$ cat src/rtl/cse_bubble_pkg.sv
// Encodings shared by the fetch/decode stage and alu_top: instruction IDs,
// MIPS opcode/funct fields, fetch FSM states and the decoded queue entry.
package cse_bubble_pkg;

  localparam logic [31:0] ID_ILLEGAL = 32'd0;
  localparam logic [31:0] ID_ADD     = 32'd1;
  localparam logic [31:0] ID_SUB     = 32'd2;
  localparam logic [31:0] ID_ADDU    = 32'd3;
  localparam logic [31:0] ID_SUBU    = 32'd4;
  localparam logic [31:0] ID_ADDI    = 32'd5;
  localparam logic [31:0] ID_ADDIU   = 32'd6;
  localparam logic [31:0] ID_AND     = 32'd7;
  localparam logic [31:0] ID_OR      = 32'd8;
  localparam logic [31:0] ID_ANDI    = 32'd9;
  localparam logic [31:0] ID_ORI     = 32'd10;
  localparam logic [31:0] ID_SLL     = 32'd11;
  localparam logic [31:0] ID_SRL     = 32'd12;

  localparam logic [5:0] OPC_RTYPE = 6'h00;
  localparam logic [5:0] OPC_ADDI  = 6'h08;
  localparam logic [5:0] OPC_ADDIU = 6'h09;
  localparam logic [5:0] OPC_ANDI  = 6'h0C;
  localparam logic [5:0] OPC_ORI   = 6'h0D;

  localparam logic [5:0] FUNCT_ADD  = 6'h20;
  localparam logic [5:0] FUNCT_ADDU = 6'h21;
  localparam logic [5:0] FUNCT_SUB  = 6'h22;
  localparam logic [5:0] FUNCT_SUBU = 6'h23;
  localparam logic [5:0] FUNCT_AND  = 6'h24;
  localparam logic [5:0] FUNCT_OR   = 6'h25;
  localparam logic [5:0] FUNCT_SLL  = 6'h00;
  localparam logic [5:0] FUNCT_SRL  = 6'h02;

  localparam logic [0:0] ST_RUN  = 1'b0;
  localparam logic [0:0] ST_HALT = 1'b1;

  typedef struct packed {
    logic [31:0] ir;
    logic [31:0] instr_id;
    logic [4:0]  rs;
    logic [4:0]  rt;
    logic [4:0]  rd;
    logic [31:0] imm;
    logic [31:0] pc;
    logic        illegal;
  } dec_entry_t;

  function automatic logic [31:0] sext16(input logic [15:0] v);
    return {{16{v[15]}}, v};
  endfunction

  function automatic logic [31:0] zext16(input logic [15:0] v);
    return {16'h0000, v};
  endfunction

endpackage

$ cat src/rtl/instr_decoder.sv
// Purely combinational MIPS word -> ALU instr_ID, register indices and operand-b immediate.
module instr_decoder
  import cse_bubble_pkg::*;
(
  input  logic [31:0] i_ir,
  output logic [31:0] o_instr_id,
  output logic [4:0]  o_rs,
  output logic [4:0]  o_rt,
  output logic [4:0]  o_rd,
  output logic [31:0] o_imm,
  output logic        o_illegal
);

  logic [5:0] w_opc;
  logic [5:0] w_funct;

  assign w_opc   = i_ir[31:26];
  assign w_funct = i_ir[5:0];
  assign o_rs    = i_ir[25:21];
  assign o_rt    = i_ir[20:16];
  assign o_rd    = i_ir[15:11];

  // Opcode/funct lookup; anything unrecognised falls through to illegal with imm 0.
  always_comb begin
    o_instr_id = ID_ILLEGAL;
    o_imm      = 32'h0000_0000;
    o_illegal  = 1'b1;
    case (w_opc)
      OPC_RTYPE: begin
        o_illegal = 1'b0;
        case (w_funct)
          FUNCT_ADD:  o_instr_id = ID_ADD;
          FUNCT_ADDU: o_instr_id = ID_ADDU;
          FUNCT_SUB:  o_instr_id = ID_SUB;
          FUNCT_SUBU: o_instr_id = ID_SUBU;
          FUNCT_AND:  o_instr_id = ID_AND;
          FUNCT_OR:   o_instr_id = ID_OR;
          FUNCT_SLL: begin
            o_instr_id = ID_SLL;
            o_imm      = {27'd0, i_ir[10:6]};
          end
          FUNCT_SRL: begin
            o_instr_id = ID_SRL;
            o_imm      = {27'd0, i_ir[10:6]};
          end
          default: begin
            o_instr_id = ID_ILLEGAL;
            o_illegal  = 1'b1;
          end
        endcase
      end
      OPC_ADDI: begin
        o_instr_id = ID_ADDI;
        o_imm      = sext16(i_ir[15:0]);
        o_illegal  = 1'b0;
      end
      OPC_ADDIU: begin
        o_instr_id = ID_ADDIU;
        o_imm      = sext16(i_ir[15:0]);
        o_illegal  = 1'b0;
      end
      OPC_ANDI: begin
        o_instr_id = ID_ANDI;
        o_imm      = zext16(i_ir[15:0]);
        o_illegal  = 1'b0;
      end
      OPC_ORI: begin
        o_instr_id = ID_ORI;
        o_imm      = zext16(i_ir[15:0]);
        o_illegal  = 1'b0;
      end
      default: begin
        o_instr_id = ID_ILLEGAL;
        o_imm      = 32'h0000_0000;
        o_illegal  = 1'b1;
      end
    endcase
  end

endmodule

$ cat src/rtl/instr_fetch_decode.sv
// Fetch/decode stage feeding alu_top: PC, epoch-tagged single-cycle fetch, decoded
// circular queue with valid/ready output, and a RUN/HALT FSM stopped by illegal words.
module instr_fetch_decode
  import cse_bubble_pkg::*;
#(
  parameter logic [31:0] RESET_PC = 32'h0000_0000,
  parameter int          PC_STEP  = 4,
  parameter int          QDEPTH   = 2
) (
  input  logic        i_clk,
  input  logic        i_reset,
  output logic        o_imem_req,
  output logic [31:0] o_imem_addr,
  input  logic [31:0] i_imem_rdata,
  input  logic        i_redirect_valid,
  input  logic [31:0] i_redirect_pc,
  output logic        o_dec_valid,
  input  logic        i_dec_ready,
  output logic [31:0] o_dec_ir,
  output logic [31:0] o_dec_instr_ID,
  output logic [4:0]  o_dec_rs,
  output logic [4:0]  o_dec_rt,
  output logic [4:0]  o_dec_rd,
  output logic [31:0] o_dec_imm,
  output logic [31:0] o_dec_pc,
  output logic        o_dec_illegal
);

  localparam int PTR_W = (QDEPTH > 1) ? $clog2(QDEPTH) : 1;
  localparam int CNT_W = $clog2(QDEPTH + 1);
  localparam int OCC_W = CNT_W + 1;
  localparam logic [31:0] PC_INC = 32'(PC_STEP);

  logic [31:0]      r_pc;
  logic             r_epoch;
  logic             r_inflight;
  logic             r_inflight_epoch;
  logic [31:0]      r_inflight_pc;
  logic [0:0]       r_state;
  logic [PTR_W-1:0] r_head;
  logic [PTR_W-1:0] r_tail;
  logic [CNT_W-1:0] r_count;
  dec_entry_t       r_queue [QDEPTH];

  logic [OCC_W-1:0] w_occupancy;
  logic             w_req;
  logic             w_push;
  logic             w_pop;
  logic [31:0]      w_dec_id;
  logic [4:0]       w_dec_rs;
  logic [4:0]       w_dec_rt;
  logic [4:0]       w_dec_rd;
  logic [31:0]      w_dec_imm;
  logic             w_dec_illegal;
  dec_entry_t       w_entry;

  function automatic logic [PTR_W-1:0] next_ptr(input logic [PTR_W-1:0] p);
    if (p == PTR_W'(QDEPTH - 1)) begin
      return '0;
    end else begin
      return p + PTR_W'(1);
    end
  endfunction

  // In-flight fetches count against capacity so every response has a free slot.
  assign w_occupancy = {1'b0, r_count} + OCC_W'(r_inflight);
  assign w_req  = !i_reset && (r_state == ST_RUN) && !i_redirect_valid
                  && (w_occupancy < OCC_W'(QDEPTH));
  assign w_push = r_inflight && (r_inflight_epoch == r_epoch) && !i_redirect_valid;
  assign w_pop  = (r_count != '0) && i_dec_ready && !i_redirect_valid;

  assign o_imem_req  = w_req;
  assign o_imem_addr = r_pc;

  instr_decoder u_decoder (
    .i_ir       (i_imem_rdata),
    .o_instr_id (w_dec_id),
    .o_rs       (w_dec_rs),
    .o_rt       (w_dec_rt),
    .o_rd       (w_dec_rd),
    .o_imm      (w_dec_imm),
    .o_illegal  (w_dec_illegal)
  );

  // Assemble the queue entry for the response arriving this cycle.
  always_comb begin
    w_entry          = '0;
    w_entry.ir       = i_imem_rdata;
    w_entry.instr_id = w_dec_id;
    w_entry.rs       = w_dec_rs;
    w_entry.rt       = w_dec_rt;
    w_entry.rd       = w_dec_rd;
    w_entry.imm      = w_dec_imm;
    w_entry.pc       = r_inflight_pc;
    w_entry.illegal  = w_dec_illegal;
  end

  // Fetch side: pc, epoch, in-flight tag and the RUN/HALT state.
  always_ff @(posedge i_clk or posedge i_reset) begin
    if (i_reset) begin
      r_pc             <= RESET_PC;
      r_epoch          <= 1'b0;
      r_inflight       <= 1'b0;
      r_inflight_epoch <= 1'b0;
      r_inflight_pc    <= 32'h0000_0000;
      r_state          <= ST_RUN;
    end else begin
      r_inflight <= w_req;
      if (w_req) begin
        r_inflight_epoch <= r_epoch;
        r_inflight_pc    <= r_pc;
      end
      if (i_redirect_valid) begin
        r_pc    <= i_redirect_pc;
        r_epoch <= ~r_epoch;
        r_state <= ST_RUN;
      end else begin
        if (w_req) begin
          r_pc <= r_pc + PC_INC;
        end
        if (w_push && w_entry.illegal) begin
          r_state <= ST_HALT;
        end
      end
    end
  end

  // Decoded queue: push at tail, pop at head; a redirect discards everything.
  always_ff @(posedge i_clk or posedge i_reset) begin
    if (i_reset) begin
      r_head  <= '0;
      r_tail  <= '0;
      r_count <= '0;
      for (int i = 0; i < QDEPTH; i++) begin
        r_queue[i] <= '0;
      end
    end else if (i_redirect_valid) begin
      r_head  <= '0;
      r_tail  <= '0;
      r_count <= '0;
    end else begin
      if (w_push) begin
        r_queue[r_tail] <= w_entry;
        r_tail          <= next_ptr(r_tail);
      end
      if (w_pop) begin
        r_head <= next_ptr(r_head);
      end
      case ({w_push, w_pop})
        2'b10:   r_count <= r_count + CNT_W'(1);
        2'b01:   r_count <= r_count - CNT_W'(1);
        default: r_count <= r_count;
      endcase
    end
  end

  assign o_dec_valid    = (r_count != '0);
  assign o_dec_ir       = r_queue[r_head].ir;
  assign o_dec_instr_ID = r_queue[r_head].instr_id;
  assign o_dec_rs       = r_queue[r_head].rs;
  assign o_dec_rt       = r_queue[r_head].rt;
  assign o_dec_rd       = r_queue[r_head].rd;
  assign o_dec_imm      = r_queue[r_head].imm;
  assign o_dec_pc       = r_queue[r_head].pc;
  assign o_dec_illegal  = r_queue[r_head].illegal;

endmodule

$ cat config.mk
export PLATFORM = sky130hd
export DESIGN_NAME = instr_fetch_decode
export DESIGN_NICKNAME = d
export VERILOG_FILES = /design/src/rtl/cse_bubble_pkg.sv /design/src/rtl/instr_decoder.sv /design/src/rtl/instr_fetch_decode.sv
export SDC_FILE = /design/constraint.sdc
export NUM_CORES = 1
export LEC_CHECK = 0
export ABC_AREA = 1
export CAP_MARGIN = 20
export CORE_MARGIN = 10
export CORE_UTILIZATION = 61
export DETAILED_ROUTE_END_ITERATION = 12
export GPL_ROUTABILITY_DRIVEN = 0
export GPL_TIMING_DRIVEN = 0
export PLACE_DENSITY = 0.95
export SYNTH_ARGS = -nofsm -noshare
export SYNTH_HDL_FRONTEND = slang
export SYNTH_HIERARCHICAL = 1
export SYNTH_SLANG_ARGS = --single-unit
$ cat constraint.sdc
create_clock -name i_clk -period 22.9 [get_ports i_clk]
set_input_delay 4.58 -clock i_clk [delete_from_list [all_inputs] [get_ports i_clk]]
set_output_delay 4.58 -clock i_clk [all_outputs]
set_load 0.01 [all_outputs]
==> results of run 1 <==
-- cell type report --
cell class,instances,area share [%]
diodes,3,0.0346
plain buffers,169,5.38
clock buffers,53,5.07
clock inverters,15,1.01
inverters,229,4.00
multi-input cells,1453,29.2
flip-flops and latches,360,41.5
well taps,378,2.18
repair buffers,248,11.6
-- layer usage --
| layer | global-route usage, % | vias up | wire (um) |
|---|---|---|---|
| li1 | - | 7339 | - |
| met1 | 34.7 | 7702 | 19200 |
| met2 | 49.6 | 1104 | 25700 |
| met3 | 7.51 | 232 | 5600 |
| met4 | 14.9 | 0 | 2880 |
| met5 | 0 | - | 0 |
-- Yosys cell counts, types with 2 or more instances --
cell type                    n
sky130_fd_sc_hd__o22ai_2     4
sky130_fd_sc_hd__buf_1       5
sky130_fd_sc_hd__buf_6      37
sky130_fd_sc_hd__nand4_1     7
sky130_fd_sc_hd__o21ai_2     9
sky130_fd_sc_hd__clkbuf_1   41
sky130_fd_sc_hd__o21ai_1   271
sky130_fd_sc_hd__nor2_1     67
sky130_fd_sc_hd__nand3_1    62
sky130_fd_sc_hd__nand3b_1    7
sky130_fd_sc_hd__nor2_8      3
sky130_fd_sc_hd__buf_2      27
sky130_fd_sc_hd__o211ai_1    6
sky130_fd_sc_hd__nand2_1   880
sky130_fd_sc_hd__nand2_4     5
sky130_fd_sc_hd__nor2_4      3
sky130_fd_sc_hd__nand3_4     2
sky130_fd_sc_hd__nor2_2     14
sky130_fd_sc_hd__inv_2      10
sky130_fd_sc_hd__o21ai_0    55
sky130_fd_sc_hd__a21oi_1    20
sky130_fd_sc_hd__dfrtp_1   360
sky130_fd_sc_hd__inv_1     218
sky130_fd_sc_hd__buf_4      59
sky130_fd_sc_hd__nand3_2     2
-- per-stage QoR --
| step | setup slack, ns | power [W] |
|---|---|---|
| 6_report | 11.73 | 0.00244 |
| 4_1_cts | 11.78 | 0.00244 |
| 5_1_grt | 11.69 | 0.00257 |
| 2_1_floorplan | 8.33 | 0.00136 |
| 3_3_place_gp | 4.92 | 0.00173 |
| 3_5_place_dp | 11.80 | 0.00177 |
-- power by group through the flow --
stage                     clock network [W]  registers [W]  logic (W)
final                              0.000649       0.000959   0.000834
after floorplan                           0       0.000932   0.000432
after global placement                    0       0.000944   0.000783
after CTS                          0.000651       0.000953   0.000831
after global routing               0.000677       0.000976   0.000916
after detailed placement                  0       0.000957   0.000816
-- state kept, by name (all words and copies together), names as in the netlist --
register,cells
o_imem_addr,32
r_state,1
r_inflight,1
r_epoch,1
r_inflight_epoch,1
r_queue,288
r_tail,1
r_count,2
r_inflight_pc,32
r_head,1
-- worst max-delay path: cells and delay by family --
family | cells | cell delay, ns
AND/OR/NAND/NOR | 2 | 0.44
buffers and inverters | 4 | 1.57
-- how the worst min path moves through the flow --
stage	end	slack, ns	depth (start not counted)
CTS	r_queue[161]	0.49	2
global placement	r_inflight_pc[13]	0.46	2
detailed placement	r_queue[161]	0.47	2
floorplan	r_inflight_pc[0]	0.45	2
global route	r_queue[234]	0.50	2
finish	r_inflight_pc[5]	0.49	2
-- cells by family (layout without fill, tap and decap cells) --
| family | count (synthesis) | in the layout | synth area share (%) |
|---|---|---|---|
| and+or+nand+nor | 1055 | 1055 | 24.7 |
| buffers and inverters | 398 | 714 | 11.7 |
| AOI/OAI and AO/OA | 367 | 367 | 11.1 |
| DFF | 360 | 360 | 52.2 |
| xor gates and xnor gates | 2 | 2 | 0.101 |
| adders and majority gates | 1 | 1 | 0.0725 |
| other | 1 | 31 | 0.0217 |
==> flow_metrics.env, run 1 <==
export IMPL_floorplan_die_area_um2=35400
export IMPL_cts_buffers_inserted=38
export IMPL_net_switching_share_of_the_total_power_pct=34.7
export IMPL_drive_gt1_share_pct=9.54
export IMPL_clkTransAtPathRegs_ns=0.06
export IMPL_crit_path_start_kind="primary input"
export IMPL_dp_cells=2836
export IMPL_worst_ir_drop_vdd_v=0.0000779
export IMPL_htree_num_levels=2
export IMPL_unrepaired_setup_endpoints_after_global_routing="no"
export IMPL_syn_instance_count=2184
export IMPL_cp_cell_sequence="clkdlybuf4s50_1 -> nor2_1 -> nand3_2 -> inv_1 -> buf_2 -> clkdlybuf4s50_1"
export IMPL_fillers=1705
export IMPL_grt_use_total_pct=29.6
export IMPL_drt_wirelength_per_cell_um=18.3
export IMPL_ys_top_cells_by_area="sky130_fd_sc_hd__dfrtp_1 52%, sky130_fd_sc_hd__nand2_1 19%, sky130_fd_sc_hd__o21ai_1 7.9%"
export IMPL_seq_cells_post_synth=360
export IMPL_layout_cells_non_filler=2908
export IMPL_syn_avg_cell_area_um2=7.90
export IMPL_route_vias_total=16400
export IMPL_cts_post_setup_buffers_inserted=0
export IMPL_source_of_the_critical_timing_path="i_reset"
export IMPL_max_freq_ghz=0.0895
export IMPL_io_buffers=245
export IMPL_first_pass_grt_wire_length_um=85900
export IMPL_max_cap_violations=0
export IMPL_outcome="completed"
export IMPL_route_detailed_drc=0
export IMPL_multi_input_area_um2=6330
export IMPL_timing_hold_worst_start="r_inflight_pc[5]"
export IMPL_power_share_combinational_pct=34.2
export IMPL_post_synthesis_to_final_layout_area_growth_pct=25.6
export IMPL_worstMarginPinSlew_ns=0.731
export IMPL_worst_hold_slack_ns=0.486
export IMPL_layout_area_seq_um2=9010
export IMPL_post_cts_hold_buffer_count=0
export IMPL_detailed_place_hpwl_um=36600
export IMPL_slew_limit_headroom_pct=51.3
export IMPL_synth_warning_count=6
export IMPL_die_h_um=188
export IMPL_reg2reg_setup_slack_ns=20.85
export IMPL_cts_tree="built"
export IMPL_grt_max_degree=144
export IMPL_worst_setup_path_endpoint="o_imem_req"
export IMPL_synthFlopType="sky130_fd_sc_hd__dfrtp_1"
export IMPL_synth_largest_area_cell="sky130_fd_sc_hd__dfrtp_1"
export IMPL_crit_reg2reg_launch="r_head"
export IMPL_final_hold_violation_count=0
export IMPL_globalRouteOverflowTotal=0
export IMPL_critical_path_most_common_cell="sky130_fd_sc_hd__clkdlybuf4s50_1"
export IMPL_tritoncts_sinks=360
export IMPL_mappedNetlistArea_um2=17300
export IMPL_worst_path_max_fanout=11
export IMPL_critPathSlowestCell="sky130_fd_sc_hd__clkdlybuf4s50_1"
export IMPL_static_leakage_power_nw=10.8
export IMPL_overall_die_width_um=188
export IMPL_drt_iter0_drc=1756
export IMPL_drt_pre_antenna_iters=7
export IMPL_power_share_sequential_pct=39.3
export IMPL_number_of_synthesized_flops_with_an_enable_pin=0
export IMPL_fin_skew_ns=0.00944
export IMPL_rows=61
export IMPL_timing_setup_tns_ns=0
export IMPL_clock_power_share_pct=26.6
export IMPL_setup_violations=0
export IMPL_via_per_inst=5.63
export IMPL_placeableCoreArea_um2=27900
export IMPL_clock_path_buffers=3
export IMPL_internal_power_w=0.00159
export IMPL_final_cell_mix="880 x sky130_fd_sc_hd__nand2_1, 360 x sky130_fd_sc_hd__dfrtp_1, 271 x sky130_fd_sc_hd__o21ai_1, 245 x sky130_fd_sc_hd__clkdlybuf4s50_1, 217 x sky130_fd_sc_hd__inv_1"
export IMPL_final_period_utilization_pct=48.8
export IMPL_grt_pass1_vias=16800
export IMPL_design_area_um2=21700
export IMPL_reg2regPathDepth=5
export IMPL_power_density_nw_per_um2=113
export IMPL_nNetsFinal=2568
export IMPL_total_switching_power_w=0.000847
export IMPL_synth_largest_type_area_fraction_pct=52.2
export IMPL_synth_sequential_area_ratio_pct=52.2
export IMPL_ant_nets=0
export IMPL_routed_wirelength_um=53300
export IMPL_ctsRootBufferMaster="sky130_fd_sc_hd__clkbuf_16"
export IMPL_area_of_placed_instances_um2=20400
export IMPL_layout_core_utilization_pct=77.8
export IMPL_data_required_critical_path_ns=18.32
export IMPL_maxSlewViolCount=0
export IMPL_final_period_minus_worst_setup_slack_ns=11.17
export IMPL_cts_repair_resized=0
export IMPL_crit_arrival_ns=6.59
export IMPL_startpoint_to_endpoint_class_of_the_critical_path="primary input to output pin"
export IMPL_crit_path_end_kind="output pin"
export IMPL_hold_path_class="register to register"
export IMPL_r2r_end="r_head"
export IMPL_netlist_cell_type_count=35
export IMPL_grt_antenna_before_repair=3
export IMPL_num_io_pins=246
export IMPL_synth_async_sr_flop_share_pct=100
export IMPL_layout_cells_most_common="sky130_fd_sc_hd__nand2_1"
export IMPL_worst_path_largest_cell_delay_ns=0.60
export IMPL_floorplan_initialDensity_pct=62.0
export IMPL_clk_latency_ns=0.52
No activity file was read; power rests on OpenSTA's default activity.
==> inputs of run 2 (changes only) <==
CORE_UTILIZATION = 56   (was 61)
PLACE_DENSITY = 0.94   (was 0.95)
clock period = 11.3 ns   (was 22.9 ns; I/O delays follow)
==> flow_metrics.env, run 2 (synthesis gave the netlist of run 1 again) <==
export IMPL_floorplan_initialDensity_pct=56.6
export IMPL_route_detailed_drc=0
export IMPL_die_h_um=196
export IMPL_overall_die_width_um=196
export IMPL_static_leakage_power_nw=10.8
export IMPL_drt_pre_antenna_iters=6
export IMPL_final_hold_violation_count=0
export IMPL_timing_setup_tns_ns=0
export IMPL_drt_wirelength_per_cell_um=18.0
export IMPL_grt_use_total_pct=27.2
export IMPL_dp_cells=2861
export IMPL_cts_repair_resized=0
export IMPL_worst_path_max_fanout=11
export IMPL_placeableCoreArea_um2=30500
export IMPL_cts_post_setup_buffers_inserted=0
export IMPL_drive_gt1_share_pct=9.79
export IMPL_post_synthesis_to_final_layout_area_growth_pct=26.4
export IMPL_tritoncts_sinks=360
export IMPL_grt_antenna_before_repair=8
export IMPL_hold_path_class="register to register"
export IMPL_ant_nets=0
export IMPL_drt_iter0_drc=1670
export IMPL_largest_register="r_queue"
export IMPL_layout_cells_non_filler=2934
export IMPL_unrepaired_setup_endpoints_after_global_routing="no"
export IMPL_design_area_um2=21800
export IMPL_final_cell_mix="880 x sky130_fd_sc_hd__nand2_1, 360 x sky130_fd_sc_hd__dfrtp_1, 271 x sky130_fd_sc_hd__o21ai_1, 245 x sky130_fd_sc_hd__clkdlybuf4s50_1, 217 x sky130_fd_sc_hd__inv_1"
export IMPL_layout_area_seq_um2=9010
export IMPL_via_per_inst=5.45
export IMPL_cts_buffers_inserted=38
export IMPL_worstMarginPinSlew_ns=0.907
export IMPL_ctsRootBufferMaster="sky130_fd_sc_hd__clkbuf_16"
export IMPL_setup_violations=0
export IMPL_clk_latency_ns=0.53
export IMPL_clock_path_buffers=3
export IMPL_first_pass_grt_wire_length_um=85000
export IMPL_worst_ir_drop_vdd_v=0.000121
export IMPL_fillers=2177
export IMPL_slew_limit_headroom_pct=39.5
export IMPL_clkTransAtPathRegs_ns=0.06
export IMPL_grt_pass1_vias=16300
export IMPL_startpoint_to_endpoint_class_of_the_critical_path="primary input to output pin"
export IMPL_final_period_minus_worst_setup_slack_ns=6.54
export IMPL_route_vias_total=16000
export IMPL_rows=64
export IMPL_max_freq_ghz=0.153
export IMPL_detailed_place_hpwl_um=37700
export IMPL_crit_arrival_ns=4.28
export IMPL_grt_max_degree=47
export IMPL_layout_cells_most_common="sky130_fd_sc_hd__nand2_1"
export IMPL_globalRouteOverflowTotal=0
export IMPL_nNetsFinal=2575
export IMPL_io_buffers=245
export IMPL_htree_num_levels=2
export IMPL_multi_input_area_um2=6330
export IMPL_floorplan_die_area_um2=38300
export IMPL_cts_tree="built"
export IMPL_power_density_nw_per_um2=225
export IMPL_max_cap_violations=0
export IMPL_maxSlewViolCount=0
export IMPL_layout_core_utilization_pct=71.5
export IMPL_routed_wirelength_um=52900
export IMPL_num_io_pins=246
export IMPL_area_of_placed_instances_um2=20500
export IMPL_outcome="completed"
export IMPL_crit_path_end_kind="output pin"
export IMPL_largest_register_ff_count=288
export IMPL_data_required_critical_path_ns=9.04
export IMPL_final_period_utilization_pct=57.9
export IMPL_fin_skew_ns=0.0182
export IMPL_post_cts_hold_buffer_count=0
export IMPL_crit_path_start_kind="primary input"
## run 2: cell types whose count changed in the layout (fill, tap and decap cells not counted), moves of 2 or more
cell and change:
sky130_fd_sc_hd__buf_12 +9, sky130_fd_sc_hd__buf_16 -2, sky130_fd_sc_hd__bufinv_16 -2, sky130_fd_sc_hd__clkbuf_16 +2, sky130_fd_sc_hd__clkinv_4 +2, sky130_fd_sc_hd__inv_8 -2
## run 2: cell type report
type                            count  share of cell area, %
Antenna cell                        4                 0.0459
Buffer                            169                   5.35
Clock buffer                       55                   5.26
Clock inverter                     13                  0.717
Inverter                          229                   3.96
Multi-Input combinational cell   1453                   29.0
Sequential cell                   360                   41.3
Tap cell                          396                   2.27
Timing Repair Buffer              255                   12.1
## run 2: per-layer routing
layer | vias up | routed length (um) | global-route usage [%]
li1 | 7342 | - | -
met1 | 7618 | 19700 | 32.6
met2 | 861 | 26100 | 45.9
met3 | 150 | 5390 | 7.25
met4 | 10 | 1730 | 9.98
met5 | - | 62 | 0
## run 2: final timing paths
path	cells past startpoint	to	start	slack [ns]
worst max-delay path	6	o_imem_req	i_redirect_valid	4.76
worst min register to register	2	r_queue[236]	r_queue[236]	0.48
worst min-delay path	2	r_queue[236]	r_queue[236]	0.48
max in group asynchronous	5	r_queue[58]	i_reset	7.89
min in group asynchronous	2	r_queue[287]	i_reset	2.24
worst max register to register	5	r_head	r_head	9.31
## run 2: worst max-delay path: stages
cell and delay, ns:
sky130_fd_sc_hd__clkdlybuf4s50_1 0.58, sky130_fd_sc_hd__nor2_1 0.23, sky130_fd_sc_hd__nand3_2 0.16, sky130_fd_sc_hd__inv_1 0.17
sky130_fd_sc_hd__buf_2 0.27, sky130_fd_sc_hd__clkdlybuf4s50_1 0.60
## run 2: stage by stage
stage                     hold WS, ns  total power (W)  setup slack, ns
final                           0.483          0.00492             4.76
after global routing            0.505          0.00520             4.72
after floorplan                 0.453          0.00276             4.21
after global placement          0.466          0.00351             2.14
after detailed placement        0.469          0.00361             4.87
after CTS                       0.485          0.00492             4.84
## run 2: where the power goes
group | internal (W) | switching, W
clock network | 0.000777 | 0.000520
registers | 0.00169 | 0.000246
logic | 0.000750 | 0.000937
